File: src/rtl/audio_ram_sequencer.sv
// Streams recorded audio samples into the DDR2 wrapper and plays them back in order.
// A small FIFO absorbs samples while the wrapper is busy (rdy low).
module audio_ram_sequencer #(
    parameter int ADDR_W  = 26,
    parameter int DATA_W  = 8,
    parameter int FIFO_AW = 2
) (
    input  logic              CLK,
    input  logic              reset,
    input  logic              record,
    input  logic              play,
    input  logic [DATA_W-1:0] sample_in,
    input  logic              sample_valid,
    input  logic              sample_req,
    output logic [DATA_W-1:0] sample_out,
    output logic              sample_out_valid,
    output logic              recording,
    output logic              playing,
    output logic              overflow,
    output logic              underrun,
    output logic [ADDR_W:0]   rec_len,
    output logic              play_done,
    output logic [ADDR_W-1:0] address,
    output logic [DATA_W-1:0] data_in,
    output logic              write_enable,
    output logic              read_request,
    output logic              read_ack,
    input  logic [DATA_W-1:0] data_out,
    input  logic              rdy,
    input  logic              rd_data_pres,
    input  logic [ADDR_W-1:0] max_ram_address
);

    typedef enum logic [2:0] {IDLE, REC, REC_DRAIN, PLAY_WAIT, PLAY_REQ, PLAY_DATA} state_t;

    state_t              state;
    logic                rec_q, play_q, rec_hold, play_hold;
    logic                rec_ev, play_ev;
    logic [DATA_W-1:0]   fifo_mem [2**FIFO_AW];
    logic [FIFO_AW-1:0]  wr_ptr, rd_ptr;
    logic [FIFO_AW:0]    count;
    logic                fifo_empty, fifo_full;
    logic                push, pop, sample_drop;
    logic                ram_full, pending, take, in_play;
    logic [ADDR_W-1:0]   rd_addr, wr_addr;

    // Edges seen while rdy is low are held until the FSM can act on them.
    assign rec_ev      = record & ((record & ~rec_q) | rec_hold);
    assign play_ev     = play & ((play & ~play_q) | play_hold);

    assign fifo_empty  = (count == '0);
    assign fifo_full   = count[FIFO_AW];
    assign pop         = rdy && (state == REC || state == REC_DRAIN) && !fifo_empty;
    assign push        = (state == REC) && sample_valid && !ram_full && (!fifo_full || pop);
    assign sample_drop = (state == REC) && sample_valid && !push;

    // The write address always equals the number of samples stored so far.
    assign wr_addr     = rec_len[ADDR_W-1:0];
    assign in_play     = (state == PLAY_WAIT || state == PLAY_REQ || state == PLAY_DATA);
    assign take        = rdy && (state == PLAY_WAIT) && pending;

    always_ff @(posedge CLK) begin
        if (push) fifo_mem[wr_ptr] <= sample_in;
    end

    always_ff @(posedge CLK) begin
        if (reset) begin
            state            <= IDLE;
            rec_q            <= 1'b0;
            play_q           <= 1'b0;
            rec_hold         <= 1'b0;
            play_hold        <= 1'b0;
            wr_ptr           <= '0;
            rd_ptr           <= '0;
            count            <= '0;
            ram_full         <= 1'b0;
            pending          <= 1'b0;
            rd_addr          <= '0;
            sample_out       <= '0;
            sample_out_valid <= 1'b0;
            recording        <= 1'b0;
            playing          <= 1'b0;
            overflow         <= 1'b0;
            underrun         <= 1'b0;
            rec_len          <= '0;
            play_done        <= 1'b0;
            address          <= '0;
            data_in          <= '0;
            write_enable     <= 1'b0;
            read_request     <= 1'b0;
            read_ack         <= 1'b0;
        end else begin
            write_enable     <= 1'b0;
            read_request     <= 1'b0;
            read_ack         <= 1'b0;
            sample_out_valid <= 1'b0;
            play_done        <= 1'b0;
            rec_q            <= record;
            play_q           <= play;
            rec_hold         <= !rdy && rec_ev;
            play_hold        <= !rdy && play_ev;

            if (push) wr_ptr <= wr_ptr + 1'b1;
            if (pop)  rd_ptr <= rd_ptr + 1'b1;
            case ({push, pop})
                2'b10:   count <= count + 1'b1;
                2'b01:   count <= count - 1'b1;
                default: ;
            endcase
            if (sample_drop) overflow <= 1'b1;

            if (in_play && sample_req) begin
                pending <= 1'b1;
                if (pending && !take) underrun <= 1'b1;
            end else if (take) begin
                pending <= 1'b0;
            end

            // Once the last RAM address is written, remaining FIFO entries are discarded.
            if (pop) begin
                if (!ram_full) begin
                    write_enable <= 1'b1;
                    address      <= wr_addr;
                    data_in      <= fifo_mem[rd_ptr];
                    rec_len      <= rec_len + 1'b1;
                    if (wr_addr == max_ram_address) ram_full <= 1'b1;
                end else begin
                    overflow <= 1'b1;
                end
            end

            if (rdy) begin
                case (state)
                    IDLE: begin
                        if (rec_ev) begin
                            state     <= REC;
                            recording <= 1'b1;
                            rec_len   <= '0;
                            ram_full  <= 1'b0;
                            overflow  <= 1'b0;
                            wr_ptr    <= '0;
                            rd_ptr    <= '0;
                            count     <= '0;
                        end else if (play_ev && !record) begin
                            if (rec_len == '0) begin
                                play_done <= 1'b1;
                            end else begin
                                state    <= PLAY_WAIT;
                                playing  <= 1'b1;
                                rd_addr  <= '0;
                                pending  <= 1'b0;
                                underrun <= 1'b0;
                            end
                        end
                    end
                    REC: if (!record) state <= REC_DRAIN;
                    REC_DRAIN: begin
                        if (fifo_empty) begin
                            state     <= IDLE;
                            recording <= 1'b0;
                        end
                    end
                    PLAY_WAIT: begin
                        if (pending) begin
                            address      <= rd_addr;
                            read_request <= 1'b1;
                            state        <= PLAY_REQ;
                        end else if (!play) begin
                            state   <= IDLE;
                            playing <= 1'b0;
                        end
                    end
                    PLAY_REQ: state <= PLAY_DATA;
                    PLAY_DATA: begin
                        if (rd_data_pres) begin
                            sample_out       <= data_out;
                            sample_out_valid <= 1'b1;
                            read_ack         <= 1'b1;
                            if (!play) begin
                                state   <= IDLE;
                                playing <= 1'b0;
                            end else if ({1'b0, rd_addr} == rec_len - 1'b1) begin
                                play_done <= 1'b1;
                                state     <= IDLE;
                                playing   <= 1'b0;
                            end else begin
                                rd_addr <= rd_addr + 1'b1;
                                state   <= PLAY_WAIT;
                            end
                        end
                    end
                    default: state <= IDLE;
                endcase
            end
        end
    end

endmodule

File: config.mk
export PLATFORM = sky130hd
export DESIGN_NAME = audio_ram_sequencer
export DESIGN_NICKNAME = d
export VERILOG_FILES = /design/src/rtl/audio_ram_sequencer.sv
export SDC_FILE = /design/constraint.sdc
export NUM_CORES = 1
export LEC_CHECK = 0
export ABC_AREA = 1
export BUFFER_PORTS_ARGS = -buffer_cell sky130_fd_sc_hd__buf_4
export CAP_MARGIN = 20
export CORE_AREA = 2 2 137 139
export DETAILED_ROUTE_END_ITERATION = 8
export DIE_AREA = 0 0 139 141
export MAX_ROUTING_LAYER = met4
export PLACE_DENSITY = 0.7
export SYNTH_ARGS = -nofsm -noshare
export SYNTH_HDL_FRONTEND = slang
export SYNTH_SLANG_ARGS = --single-unit
File: constraint.sdc
create_clock -name CLK -period 3.6 [get_ports CLK]
set_input_delay 0 -clock CLK [delete_from_list [all_inputs] [get_ports CLK]]
set_output_delay 0 -clock CLK [all_outputs]
set_load 0.1 [all_outputs]
==> flow_metrics.env, run 1 <==
export IMPL_start_kind="register"
export IMPL_outcome="complete, no violations"
export IMPL_synth_avg_cell_area_um2=7.341
export IMPL_vias_per_cell=5.366
export IMPL_synth_edf_count=32
export IMPL_pre_cts_ws_ns=0.5675
export IMPL_leakage_nw=4.452
export IMPL_synth_top_family_by_area="simple AND/OR/NAND/NOR gates"
export IMPL_dp_hpwl_um=19430
export IMPL_antennaDiodeCount=0
export IMPL_hold_class="in -> reg"
export IMPL_worstHoldStart="reset"
export IMPL_arrival_ns=3.19
export IMPL_fin_cells=1575
export IMPL_first_pass_iters=5
export IMPL_yosys_warnings=0
export IMPL_power_mw=3.845
export IMPL_worst_slack_ns=0.7646
export IMPL_syn_area_mm2=0.008890
export IMPL_cellPowerDensity_mw_per_mm2=360.3
export IMPL_core_area_mm2=0.01827
export IMPL_ys_ff_latch=151
export IMPL_min_period_ns=2.835
export IMPL_max_slew_margin_pct=41.39
export IMPL_synth_ff_type="dfxtp_1"
export IMPL_drt_total_wl_um=26520
export IMPL_hold_viol_final=0
export IMPL_cts_sinks=151
export IMPL_vdd_drop_max_uv=325.6
export IMPL_root_buffer="clkbuf_16"
export IMPL_synth_top_area_cell="dfxtp_1"
export IMPL_grt_max_degree=47
export IMPL_post_place_cells=1521
export IMPL_synthAdderAreaFrac_pct=1.351
export IMPL_clock_latency_ns=0.44
export IMPL_rows=50
export IMPL_h_tree_depth=4
export IMPL_syn_nets=1270
export IMPL_async_reset_ff_share_pct=0
export IMPL_postCtsSetupBuffers=0
export IMPL_initial_core_util_pct=48.66
export IMPL_tritoncts="done"
export IMPL_synth_xor_area_share_pct=7.882
export IMPL_grt_pass1_vias=8066
export IMPL_setup_violations=0
export IMPL_synth_most_common_cell="nor2_1"
export IMPL_grt_pass1_wl_um=42520
export IMPL_io_buffers=127
export IMPL_setup_tns_final_ns=0
export IMPL_die_w_um=139
export IMPL_synth_cell_type_count=59
export IMPL_synthSimpleGateAreaFrac_pct=30.18
export IMPL_skew_ns=0.01276
export IMPL_cts_inserted_buffers=17
export IMPL_r2r_start="rec_len[1]"
export IMPL_dieArea_mm2=0.01960
export IMPL_syn_to_final_growth_pct=20.04
export IMPL_drc=0
export IMPL_required_ns=3.95
export IMPL_nNetsFinal=1387
export IMPL_die_h_um=141
export IMPL_synth_compound_area_share_pct=12.36
export IMPL_max_slew_worst_pin_slew_ns=0.8770
export IMPL_synthMuxAreaShare_pct=0.1126
export IMPL_cp_max_fo=27
export IMPL_postRouteAntennaNets=0
export IMPL_wire_per_inst_um=16.84
export IMPL_num_io_pins=128
export IMPL_vias=8452
export IMPL_fmax_mhz=352.7
export IMPL_drive_gt1_share_pct=18.87
export IMPL_fin_crit_sh_pct=78.76
export IMPL_clk_pin_slew_ns=0.07
export IMPL_place_congestion=0.9726
export IMPL_synth_area_top_cells="dfxtp_1 (27%), edfxtp_1 (11%), nor2_1 (8.5%)"
export IMPL_grt_overflow_total=0
export IMPL_synth_top_cell_area_share_pct=26.80
export IMPL_cts_resized=0
export IMPL_grtUsageTotal_pct=28.21
export IMPL_clockBufferDepth=2
export IMPL_drt_initial_drc_count=686
export IMPL_critical_path_class="reg -> reg"
export IMPL_rsz0062_at_grt="false"
export IMPL_end_kind="register"
export IMPL_seq_area_frac_synth_pct=37.61
export IMPL_synthTopCellsByCount="nor2_1 (202), nand2_1 (173), inv_1 (147)"
export IMPL_cap_violations=0
export IMPL_antenna_found_initial=0
export IMPL_drv_slew=0
export IMPL_cp_startpoint="rec_len[1]"
export IMPL_synthesis_instances=1211
## final timing paths
kind	to	slack [ns]	depth (start not counted)
worst min-delay path	write_enable	0.02	2
worst min register to register	playing	0.47	2
worst max-delay path	rd_addr[24]	0.76	14
worst max register to register	rd_addr[24]	0.76	14
## stage by stage
step | hold WS [ns] | util, % | instance area [um2]
2_1_floorplan | 0.09887 | - | 8890
3_3_place_gp | 0.2041 | 54.14 | 9889
3_5_place_dp | 0.2073 | 54.14 | 9889
4_1_cts | 0.01773 | 58.27 | 10640
5_1_grt | 0.04501 | 58.42 | 10670
6_report | 0.01587 | 58.42 | 10670
## sequential cells by signal, indices dropped and copies added (netlist names), 2 cells and up
register,flops
sample_out,8
wr_ptr,2
rd_addr,26
address,26
rd_ptr,2
state,3
data_in,8
rec_len,27
count,3
fifo_mem,32
## layout by cell type (no fill, tap or decap), types with 23 or more instances in the layout
| master | synthesis | final |
|---|---|---|
| a21oi_1 | 50 | 50 |
| buf_4 | 4 | 139 |
| dfxtp_1 | 119 | 119 |
| edfxtp_1 | 32 | 32 |
| inv_1 | 147 | 147 |
| nand2_1 | 173 | 173 |
| nand2_2 | 24 | 24 |
| nand3_1 | 65 | 65 |
| nand4_1 | 23 | 23 |
| nor2_1 | 202 | 201 |
| nor3_1 | 31 | 31 |
| o21ai_0 | 46 | 46 |
| xor2_1 | 61 | 61 |
## critical path, stage by stage, from the launching register on
cell     delay, ns
dfxtp_1       0.39
inv_1         0.15
ha_1          0.31
nand3_4       0.15
nor2_8        0.20
nand4_2       0.12
o21ai_0       0.21
nand3_1       0.11
nor2_1        0.17
nand3_2       0.13
nand2_2       0.10
nand2_4       0.19
nand2_8       0.28
nand2_1       0.09
a21oi_1       0.15
## power by group
| group | internal, mW | total (mW) | switching, mW |
|---|---|---|---|
| clock network | 0.897 | 1.68 | 0.781 |
| logic | 0.132 | 0.399 | 0.266 |
| registers | 1.75 | 1.77 | 0.0168 |
## cells by family after synthesis
kind of cell	after synthesis
fa+ha+maj	9
mux	1
buf+inv	221
compound gates	174
xor+xnor	80
flops	151
simple gates	575
## metal layers
layer,vias up,share of wire (%),GRT usage [%]
li1,4183,-,-
met1,3913,42,33.33
met2,301,48,47.50
met3,55,6.3,5.367
met4,0,3.4,11.70
met5,-,0,-
## what timing repair did
item / CTS / global route
endpoints found under the setup margin: 0 / 0
endpoints found under the hold margin: 49 / 0
hold buffers: 21 / 0
## cell type report
class                      instances  area [um2]
fill                            1716        7596
timing repair buffer             161        1281
multi-input combinational        839        4614
tap                              234       292.8
inverter                         158       595.6
clock buffer                      18       429.2
sequential                       151        3343
clock inverter                    14       115.1
Power figures use the tool's default switching activity.
==> run 2, diff against run 1 <==
clock period = 3 ns   (was 3.6 ns; I/O delays follow)
==> run 2 against run 1 <==
  * Clock skew is 0.0013 ns higher
  * Final cell count is 1.4% higher
  * First-iteration DRC count is 15% lower
  * Power is 26% higher
  * Critical path depth is 1 higher
  * Core utilization is 1.2 points higher
  * Via count is 1.6% higher
  * Sequential power is 20% higher
  * Maximum frequency is 8.5% higher
  * Global-route usage is 0.20 points higher
  * Hold slack better by 0.016 ns
  * Critical endpoint is now rd_addr[14]
  * Combinational power is 23% higher
==> flow_metrics.env, run 2 (same netlist as run 1, synthesis figures left out) <==
export IMPL_arrival_ns=2.97
export IMPL_first_pass_iters=6
export IMPL_vdd_drop_max_uv=393.3
export IMPL_switchingPower_mw=1.342
export IMPL_hold_viol_final=0
export IMPL_setup_violations=0
export IMPL_regArea_mm2=0.003343
export IMPL_fin_crit_sh_pct=87.08
export IMPL_required_ns=3.35
export IMPL_rsz0062_at_grt="false"
export IMPL_nNetsFinal=1409
export IMPL_critical_path_class="reg -> reg"
export IMPL_syn_to_final_growth_pct=22.49
export IMPL_top_register="fifo_mem"
export IMPL_p_int_mw=3.488
export IMPL_cts_sinks=151
export IMPL_max_slew_margin_pct=59.77
export IMPL_layout_commonest_cell="nor2_1"
export IMPL_reg2reg_depth=15
export IMPL_reg2reg_to="rd_addr[14]"
export IMPL_h_tree_depth=4
export IMPL_crit_path_end="rd_addr[14]"
export IMPL_drive_gt1_share_pct=20.32
export IMPL_setup_tns_final_ns=0
export IMPL_postRouteAntennaNets=0
export IMPL_multi_input_area_mm2=0.004614
export IMPL_cts_resized=0
export IMPL_cts_inserted_buffers=17
export IMPL_largest_registers="fifo_mem (32), rec_len (27)"
export IMPL_mostFrequentLayoutCells="nor2_1 (201), nand2_1 (173), buf_4 (162)"
export IMPL_antenna_found_initial=0
export IMPL_vias_per_cell=5.376
export IMPL_outcome="complete, no violations"
export IMPL_grtUsageTotal_pct=28.41
export IMPL_root_buffer="clkbuf_16"
export IMPL_grt_max_degree=39
export IMPL_clk_pin_slew_ns=0.07
export IMPL_tritoncts="done"
export IMPL_io_buffers=127
export IMPL_max_slew_worst_pin_slew_ns=0.6026
export IMPL_cellPowerDensity_mw_per_mm2=443.6
export IMPL_die_w_um=139
export IMPL_p_comb_share_pct=10.1
export IMPL_grt_overflow_total=0
export IMPL_clockBufferDepth=2
export IMPL_r2r_start="rec_len[1]"
export IMPL_rows=50
export IMPL_vias=8586
export IMPL_path_cells="inv_1 > ha_1 > nand3_4 > nor2_8 > nand4_2 > nor2_1 > nand2_1 > nand3_1 > nor2_1 > nand3_2 > nand2_2 > nand2_4 > buf_4 > nand3_1 > a21oi_2"
export IMPL_seqPwrFrac_pct=43.9
export IMPL_end_kind="register"
export IMPL_nFillCells=1715
export IMPL_place_congestion=0.9535
export IMPL_fmax_mhz=382.8
export IMPL_cp_max_fo=26
export IMPL_start_kind="register"
export IMPL_grt_pass1_wl_um=42760
export IMPL_drt_initial_drc_count=584
export IMPL_largest_reg_flops=32
export IMPL_die_h_um=141
export IMPL_rrSetupSlack_ns=0.39
export IMPL_initial_core_util_pct=48.66
export IMPL_drv_slew=0
export IMPL_antennaDiodeCount=0
export IMPL_drc=0
export IMPL_post_place_cells=1544
export IMPL_leakage_nw=4.596
export IMPL_num_io_pins=128
export IMPL_critPathSlowestCell="dfxtp_1"
export IMPL_dieArea_mm2=0.01960
export IMPL_cap_violations=0
export IMPL_wire_per_inst_um=16.84
export IMPL_grt_pass1_vias=8224
export IMPL_critPathMaxStageDelay_ns=0.38
export IMPL_switching_share_pct=27.79
export IMPL_clkPwrFrac_pct=46.0
export IMPL_cp_startpoint="rec_len[1]"
export IMPL_drt_total_wl_um=26900
export IMPL_fin_cells=1597
export IMPL_dp_hpwl_um=20040
export IMPL_clock_latency_ns=0.43
export IMPL_skew_ns=0.01403
export IMPL_core_area_mm2=0.01827
export IMPL_min_period_ns=2.612
export IMPL_hold_class="in -> reg"
## run 2: cell count changes in the layout (fill, tap and decap cells not counted), sizes merged
| cell | previous run | this run |
|---|---|---|
| bufinv | 0 | 1 |
| clkinv | 13 | 12 |
| buf | 140 | 162 |
| inv | 156 | 158 |
| clkinvlp | 3 | 1 |
## run 2: repair_timing
item / in CTS / in global routing
endpoints found under the hold margin: 50 / 0
setup buffers: 0 / 0
hold buffers: 21 / 0
## run 2: worst min-delay path by stage
stage	startpoint	to	slack, ns	cells past startpoint
final	reset	write_enable	0.03	2
after global routing	reset	rd_addr[11]	0.05	2
after CTS	reset	rd_addr[4]	0.04	2
after detailed placement	sample_in[2]	fifo_mem[2][2]	0.21	1
after global placement	sample_in[4]	fifo_mem[3][4]	0.20	1
after floorplan	sample_in[0]	fifo_mem[0][0]	0.1	0
## run 2: final cells by class
type                            instances  area share (%)
Inverter                              158           5.469
Tap cell                              234           2.689
Clock inverter                         14           1.632
Clock buffer                           18           4.033
Timing Repair Buffer                  183           13.10
Multi-Input combinational cell        839           42.38
Sequential cell                       151           30.70
## run 2: metrics by stage
stage	hold WS, ns	total power, mW	area [um2]	util (%)	setup slack, ns
final	0.03185	4.830	10890	59.61	0.3876
after global routing	0.05235	4.992	10890	59.61	0.1559
after CTS	0.03678	4.849	10890	59.61	0.3771
after detailed placement	0.2055	2.630	10060	55.08	0.4159
after global placement	0.2025	2.623	10060	55.08	0.5273
after floorplan	0.09887	2.480	8890	-	0.007233
## run 2: layer usage
metal / global-route usage (%) / part of all wire [%]
met4: 13.45 / 4.5
met2: 47.84 / 49
met3: 6.080 / 6.2
met1: 32.45 / 41
met5: - / 0
## run 2: power groups by stage
stage	Sequential, mW	Combinational [mW]	Clock (mW)
4_1_cts	2.12	0.487	2.24
3_5_place_dp	2.17	0.463	0
3_3_place_gp	2.17	0.457	0
5_1_grt	2.12	0.529	2.34
2_1_floorplan	2.24	0.243	0
6_report	2.12	0.489	2.22
## run 2: critical path: cells and delay by family, from the launching register on
| kind | cells | cell delay [ns] |
|---|---|---|
| flops | 1 | 0.38 |
| buf+inv | 2 | 0.44 |
| simple gates | 11 | 1.25 |
| fa+ha+maj | 1 | 0.30 |
| compound gates | 1 | 0.15 |
